--- config.mk ---
export PLATFORM = sky130hd
export DESIGN_NAME = div_unit
export DESIGN_NICKNAME = d
export VERILOG_FILES = /design/src/rtl/div_unit.sv
export SDC_FILE = /design/constraint.sdc
export NUM_CORES = 1
export LEC_CHECK = 0
export ABC_AREA = 0
export BUFFER_PORTS_ARGS = -buffer_cell sky130_fd_sc_hd__buf_2
export CELL_PAD_IN_SITES_DETAIL_PLACEMENT = 1
export CELL_PAD_IN_SITES_GLOBAL_PLACEMENT = 1
export CORE_ASPECT_RATIO = 0.7
export CORE_MARGIN = 3
export CORE_UTILIZATION = 44
export CTS_BUF_LIST = sky130_fd_sc_hd__clkbuf_8
export DETAILED_ROUTE_END_ITERATION = 16
export PLACE_DENSITY = 0.89
export SLEW_MARGIN = 0
export SYNTH_ARGS = -nofsm -noshare
export SYNTH_HDL_FRONTEND = slang
export SYNTH_SLANG_ARGS = --single-unit
--- constraint.sdc ---
create_clock -name clk -period 5.7 [get_ports clk]
set_input_delay 0.855 -clock clk [delete_from_list [all_inputs] [get_ports clk]]
set_output_delay 0.855 -clock clk [all_outputs]
set_load 0.05 [all_outputs]
--- src/rtl/div_unit.sv ---
// Multi-cycle RV32M divide/remainder unit (DIV, DIVU, REM, REMU).
// Radix-2 restoring division, one quotient bit per cycle. Operands are
// converted to magnitudes at accept and the result is sign-corrected when
// it is registered. Divide-by-zero and signed overflow complete on the
// accept edge.
module div_unit #(
    parameter int WIDTH = 32,
    parameter int TAG_W = 5
) (
    input  logic             clk,
    input  logic             reset,
    input  logic             flush,
    input  logic             in_valid,
    output logic             in_ready,
    input  logic [1:0]       in_op,
    input  logic [WIDTH-1:0] in_a,
    input  logic [WIDTH-1:0] in_b,
    input  logic [TAG_W-1:0] in_tag,
    output logic             out_valid,
    input  logic             out_ready,
    output logic [WIDTH-1:0] out_data,
    output logic [TAG_W-1:0] out_tag
);

    localparam logic [1:0] S_IDLE = 2'd0;
    localparam logic [1:0] S_CALC = 2'd1;
    localparam logic [1:0] S_DONE = 2'd2;

    localparam int                CNT_W    = (WIDTH > 1) ? $clog2(WIDTH) : 1;
    localparam logic [CNT_W-1:0]  CNT_LAST = CNT_W'(WIDTH - 1);
    localparam logic [WIDTH-1:0]  MIN_NEG  = {1'b1, {(WIDTH-1){1'b0}}};

    logic [1:0]       state_q,    state_d;
    logic [WIDTH-1:0] quo_q,      quo_d;
    logic [WIDTH:0]   rem_q,      rem_d;
    logic [WIDTH-1:0] div_q,      div_d;
    logic [CNT_W-1:0] cnt_q,      cnt_d;
    logic             q_neg_q,    q_neg_d;
    logic             r_neg_q,    r_neg_d;
    logic             is_rem_q,   is_rem_d;
    logic [WIDTH-1:0] out_data_q, out_data_d;
    logic [TAG_W-1:0] out_tag_q,  out_tag_d;

    // Accept-side decode: magnitudes and special cases of the incoming request.
    logic             is_signed;
    logic             a_neg;
    logic             b_neg;
    logic [WIDTH-1:0] a_abs;
    logic [WIDTH-1:0] b_abs;
    logic             div_by_zero;
    logic             sign_ovf;

    assign is_signed   = ~in_op[0];
    assign a_neg       = is_signed & in_a[WIDTH-1];
    assign b_neg       = is_signed & in_b[WIDTH-1];
    assign a_abs       = a_neg ? -in_a : in_a;
    assign b_abs       = b_neg ? -in_b : in_b;
    assign div_by_zero = (in_b == '0);
    assign sign_ovf    = is_signed && (in_a == MIN_NEG) && (in_b == '1);

    // One restoring step: shift {rem,quo} left, trial-subtract the divisor,
    // keep the difference and set the quotient bit when it is non-negative.
    logic [WIDTH+1:0] shifted;
    logic [WIDTH+1:0] trial;
    logic             trial_ok;
    logic [WIDTH-1:0] quo_next;
    logic [WIDTH:0]   rem_next;
    logic [WIDTH-1:0] quo_fix;
    logic [WIDTH-1:0] rem_fix;

    assign shifted  = {rem_q, quo_q[WIDTH-1]};
    assign trial    = shifted - {2'b00, div_q};
    assign trial_ok = ~trial[WIDTH+1];
    assign quo_next = {quo_q[WIDTH-2:0], trial_ok};
    assign rem_next = trial_ok ? trial[WIDTH:0] : shifted[WIDTH:0];
    assign quo_fix  = q_neg_q ? -quo_next : quo_next;
    assign rem_fix  = r_neg_q ? -rem_next[WIDTH-1:0] : rem_next[WIDTH-1:0];

    // Next-state logic for the control FSM and datapath registers.
    always_comb begin
        // NOTE: every _d takes its _q value first so no path leaves a signal
        // unassigned; without these defaults synthesis would infer latches.
        state_d    = state_q;
        quo_d      = quo_q;
        rem_d      = rem_q;
        div_d      = div_q;
        cnt_d      = cnt_q;
        q_neg_d    = q_neg_q;
        r_neg_d    = r_neg_q;
        is_rem_d   = is_rem_q;
        out_data_d = out_data_q;
        out_tag_d  = out_tag_q;

        if (flush) begin
            // Flush beats accept, completion and out_ready alike.
            state_d = S_IDLE;
        end else begin
            case (state_q)
                S_IDLE: begin
                    if (in_valid) begin
                        is_rem_d  = in_op[1];
                        out_tag_d = in_tag;
                        if (div_by_zero) begin
                            out_data_d = in_op[1] ? in_a : '1;
                            state_d    = S_DONE;
                        end else if (sign_ovf) begin
                            out_data_d = in_op[1] ? '0 : MIN_NEG;
                            state_d    = S_DONE;
                        end else begin
                            quo_d   = a_abs;
                            rem_d   = '0;
                            div_d   = b_abs;
                            q_neg_d = a_neg ^ b_neg;
                            r_neg_d = a_neg;
                            cnt_d   = '0;
                            state_d = S_CALC;
                        end
                    end
                end
                S_CALC: begin
                    quo_d = quo_next;
                    rem_d = rem_next;
                    cnt_d = cnt_q + 1'b1;
                    if (cnt_q == CNT_LAST) begin
                        out_data_d = is_rem_q ? rem_fix : quo_fix;
                        state_d    = S_DONE;
                    end
                end
                S_DONE: begin
                    if (out_ready) begin
                        state_d = S_IDLE;
                    end
                end
                default: state_d = S_IDLE;
            endcase
        end
    end

    // State registers with synchronous reset taking priority over everything.
    always_ff @(posedge clk) begin
        // NOTE: sequential state uses non-blocking assignments so every
        // register samples the pre-edge value regardless of statement order.
        if (reset) begin
            state_q    <= S_IDLE;
            quo_q      <= '0;
            rem_q      <= '0;
            div_q      <= '0;
            cnt_q      <= '0;
            q_neg_q    <= 1'b0;
            r_neg_q    <= 1'b0;
            is_rem_q   <= 1'b0;
            out_data_q <= '0;
            out_tag_q  <= '0;
        end else begin
            state_q    <= state_d;
            quo_q      <= quo_d;
            rem_q      <= rem_d;
            div_q      <= div_d;
            cnt_q      <= cnt_d;
            q_neg_q    <= q_neg_d;
            r_neg_q    <= r_neg_d;
            is_rem_q   <= is_rem_d;
            out_data_q <= out_data_d;
            out_tag_q  <= out_tag_d;
        end
    end

    assign in_ready  = (state_q == S_IDLE);
    assign out_valid = (state_q == S_DONE);
    assign out_data  = out_data_q;
    assign out_tag   = out_tag_q;

endmodule

### Word-level counts from Yosys, hierarchy flattened

Index checks and enable logic that the tools add are counted.

| storage, ports and cells | value |
|---|---|
| input port bits | 76 |
| logic and storage cells | 77 |
| output and inout bits | 39 |
| flip-flop bits (word level) | 144 |

| operators by class | value |
|---|---|
| eq/ne operators | 11 |
| reductions and logical operators | 11 |
| bitwise gates (word level) | 8 |
| muxes and demuxes | 31 |
| add/sub/neg operators | 6 |

Operators with widths:

| operator | count |
|---|---|
| $mux 32 | 14 |
| $mux 33 | 4 |
| $neg 32->32 | 4 |
| $pmux 32 s2 | 2 |
| $pmux 33 s2 | 1 |
| $eq 32x32->1 const B | 2 |
| $sub 34x32->34 | 1 |
| $logic_not 32->1 | 1 |
| $mux 5 | 3 |
| $reduce_and 5->1 | 3 |
| $mux 2 | 5 |
| $pmux 5 s2 | 1 |
| $ne 2x2->1 const B | 4 |
| $pmux 2 s3 | 1 |
| $reduce_and 3->1 | 2 |
| $add 5x1->5 const B | 1 |
| $eq 5x5->1 const B | 1 |
| $not 1->1 | 5 |
| $ne 3x1->1 const B | 1 |
| $and 1x1->1 | 2 |
| $eq 2x1->1 const B | 1 |
| $eq 2x2->1 const B | 1 |
| $logic_and 1x1->1 | 2 |
| $logic_not 2->1 | 1 |
| other kinds (4) | 4 |

### Logic depth before layout (Yosys ltp)

| logic depth | value |
|---|---|
| depth after elaboration | 7 |
| gate-level depth with buffers | 27 |

### Least setup slack after synthesis

Ideal clock, no wire load.

| timing | value |
|---|---|
| path kind | reg2reg |
| from | reg rem_q[21] |
| to | reg out_data_q[20], in the netlist out_data[20] |
| setup slack | 592 ps |
| data arrival time | 5,017 ps |
| stages on the path, launching flop included | 23 |
| buffers on the path | 3 |
| library setup time | 91 ps |
| clock period less this slack | 5,108 ps |
| cells stage by stage | dfxtp_1 > ha_1 > a211oi_2 > nor2_1 > o41a_1 > o21ba_4 > o31a_1 > buf_2 > nor2_4 > buf_2 > buf_2 > mux2i_1 > ha_1 > inv_1 > a2111oi_0 > nand3_1 > nor3_1 > a31oi_1 > or2_1 > o21ai_1 > xor2_1 > o21ai_0 > a311oi_1 |

| between the ends | value |
|---|---|
| longest elaborated chain between the ends | 7 |

RTL lines:

| what | line | RTL |
|---|---|---|
| from (decl) | 35 | `logic [WIDTH:0] rem_q, rem_d;` |
| from (signal assigned) | 157 | `rem_q <= rem_d;` |
| $sub 34x32->34 (*) | 72 | `assign trial = shifted - {2'b00, div_q};` |
| $mux 33 or $not 1->1 (tied branches) | 75, 73 |  |
| $neg 32->32, on equally long branches | 77, 76 |  |
| $mux 32, on equally long branches | 77, 76 |  |
| $mux 32 (*) | 125 | `out_data_d = is_rem_q ? rem_fix : quo_fix;` |
| $mux 32 (*) | 124 | `if (cnt_q == CNT_LAST) begin` |
| $pmux 32 s2 (*) | 98 | `case (state_q)` |
| to (signal assigned) | 163 | `out_data_q <= out_data_d;` |
| to (decl) | 41 | `logic [WIDTH-1:0] out_data_q, out_data_d;` |

Mark *: on every way between the ends. The rest lies on a longest branch, timed or not. The select of a mux whose other input is x is not followed.
A chain may end at the register's enable or synchronous reset.

### Worst setup path in the final report

| timing | value |
|---|---|
| from | reg quo_q[31] |
| to | reg out_data_q[21], in the netlist out_data[21] |

| between the ends | value |
|---|---|
| longest elaborated chain between the ends | 7 |

RTL lines:

| what | line | RTL |
|---|---|---|
| from (decl) | 34 | `logic [WIDTH-1:0] quo_q, quo_d;` |
| from (signal assigned) | 156 | `quo_q <= quo_d;` |
| $sub 34x32->34 | 72 |  |
| $mux 33 or $not 1->1 (tied branches) | 75, 73 |  |
| $neg 32->32, on equally long branches | 77, 76 |  |
| $mux 32, on equally long branches | 77, 76 |  |
| $mux 32 (*) | 125 |  |
| $mux 32 (*) | 124 |  |
| $pmux 32 s2 (*) | 98 |  |

Marks and branches as above.

==> run metrics <==
largest net degree at the start of global routing 99; post-DR wirelength/cell 24.4 um; layout cells sized above 1 13.0%; Root Driver clkbuf_8; Ant. Diodes 0; DP HPWL 35.8 mm; Distinct cells, synth 81; Post-Route Skew 0.0217 ns; Worst setup SP type flip-flop; Worst path most repeated cell nand2_1; CTS tree yes; Hold Path Stages 2; placed cell area 12200 um2; Initial DRC Count 1798; # rows 48; total core area 25000 um2; CTS buffer count 17; Vias/cell 6.69; Layout area overhead 10.8%; RSZ-0062 raised after global routing no; via count 12900; flop-to-flop setup slack 0.20 ns; CP Capture Type flip-flop; delay-heaviest family, CP compound AO/OA/AOI/OAI gates; post-synth design cell area 11300 um2; first-pass GRT wire length 72.4 mm; Hold Path Class reg -> reg; Clock Latency Late Sink 0.49 ns; Worst slew margin 18.3%; CP cell instances inv_1 > ha_1 > inv_1 > fa_1 > a211oi_1 > o21ai_1 > a31oi_1 > nand2_1 > xor2_1 > or4b_2 > o31ai_1 > nand2_1 > nand2_1 > xor2_1 > a221oi_1 > a211oi_1; syn_area_per_cell 7.44 um2; vias in the first global route 12200; worst hold slack 0.480 ns; Routed WL 47.0 mm; status complete, no violations; grt total ovfl 0; port bufs 114; fmax 182 MHz; gpl congestion 1.00; Max rail drop VDD 140 uV; CP required 6.02 ns; Buf+Inv Stages, Crit Path 2; Hold Vio Cnt, Final 0; initial antenna violation count 0; CTS resizes 0; register area share after synthesis 25.4%; max cap viols 0; DIE WIDTH 198 um; reg2reg end out_data[21]; PwrDens 208 nW/um2; io pins 115; CP max stage cell a221oi_1; CTS Hold Buffers Added 0; CTS clk-pin slew, worst paths 0.09 ns; critical path class reg -> reg; Final setup viols 0; EDFF count, synth 0; syn nets 1642; CP Max Fanout 6; WP data arrival 5.82 ns; clk buf depth 2; GRT Util Overall 33.2%; DRT Pass-1 Iters 9; Worst path max stage delay 0.78 ns; actual slew at the worst max-slew pin 1.22 ns; setup total negative slack 0 ns; starting density of the core 45.4%; ANT nets after route 0; min Tclk post-route 5.50 ns; Total Power 2610 uW; Remaining DRCs 0; Die H 140 um; Leak 0.00478 uW; Levels on crit path 16; cell count after synthesis 1526; Post-synth ARST share 0%; synthesized flop and latch total 144; Final Net Count 1701; Hold Path End div_q[0]; Die Area 27800 um2; Reg-to-Reg Start quo_q[31]; Max H-tree Level 4; setup bufs post-CTS 0; final instance area 12600 um2; hold_sp div_q[0]; Reg2Reg Depth 16; Synth warnings 0; Max Slew Vio Count 0; dominant synthesized flop cell dfxtp_1; clk sinks 144; Final period util 96.5%
[tightest hold or removal path: stages (launching register included)]
cell and delay [ns]:
dfxtp_1 0.33, nand2_1 0.06, a21oi_1 0.05
[stage by stage]
step | setup slack [ns] | util (%) | instances
after floorplan | 0.592 | - | 1526
after global placement | 0.648 | 48.7 | 1891
after detailed placement | 0.219 | 48.7 | 1891
after CTS | 0.188 | 50.2 | 1923
after global routing | 0.0480 | 50.3 | 1923
final | 0.197 | 50.3 | 1923
[area by class of cell]
cell class,instances,area [um2]
inverters,54,203
well taps,325,407
clock inverters,15,149
clock buffers,17,234
repair buffers,134,748
fillers,3213,12400
flip-flops and latches,144,2880
multi-input cells,1234,7950
[synth_stat cells (20+ instances only)]
cell type | instances | area, um2
nand3_1 | 20 | 100
dfxtp_1 | 144 | 2880
clkbuf_1 | 74 | 278
o31ai_1 | 26 | 195
or3_1 | 24 | 150
xnor2_1 | 70 | 613
nor2_1 | 227 | 852
o211ai_1 | 29 | 218
ha_1 | 39 | 488
nand2_1 | 117 | 439
a222oi_1 | 22 | 220
mux2i_1 | 31 | 310
nor3_1 | 40 | 200
inv_1 | 53 | 199
a22oi_1 | 20 | 150
a211oi_1 | 45 | 338
a21oi_1 | 102 | 510
xor2_1 | 65 | 569
o21ai_0 | 93 | 465
[per-layer routing]
layer	vias to the layer above	global-route usage [%]	wire length [um]
li1	5726	-	-
met1	6285	49.1	21000
met2	770	45.8	18900
met3	80	11.9	6200
met4	0	7.15	905
met5	-	0	0
[worst max path at each step]
stage,start,to,slack [ns]
3_3_place_gp,quo_q[31],out_data[21],0.65
2_1_floorplan,rem_q[21],out_data[20],0.59
5_1_grt,rem_q[0],out_data[20],0.05
3_5_place_dp,rem_q[5],out_data[20],0.22
6_report,quo_q[31],out_data[21],0.20
4_1_cts,rem_q[5],out_data[20],0.19
[cells in the final DEF (no fill, tap or decap), types with 17 or more instances in the layout]
master and n:
nand2_1 117, a21oi_1 101, or3_1 23, nor3_1 39, o21ai_0 93, a31oi_1 17, nand3_1 20, o211ai_1 29
nor2_1 225, o31ai_1 26, mux2i_1 30, buf_2 113, xor2_1 65, a211oi_1 45, clkbuf_8 17, dfxtp_1 144
inv_1 53, ha_1 39, nor4_1 18, a22oi_1 20, xnor2_1 70, a311oi_1 18, a222oi_1 22, buf_4 19
[power by group]
group | internal (uW) | leakage, uW | switching, uW | total [uW]
Combinational | 230 | 0.00341 | 468 | 698
Sequential | 1040 | 0.00117 | 37.8 | 1080
Clock | 359 | 0.000191 | 475 | 834
[flip-flops by register name (all words and copies together) (netlist names)]
name      count
r_neg_q       1
q_neg_q       1
is_rem_q      1
cnt_q         5
quo_q        32
state_q       2
div_q        32
out_data     32
rem_q        33
out_tag       5
[cells by family after synthesis]
group                      after synthesis  share of synthesized area, %
AOI/OAI and AO/OA                      467                          28.1
adders and majority gates               40                          4.48
xor gates and xnor gates               135                          10.4
and+or+nand+nor                        554                          23.1
buffers and inverters                  148                          5.03
DFF                                    144                          25.4
muxes                                   38                          3.43
(Power assumes the default switching activity.)
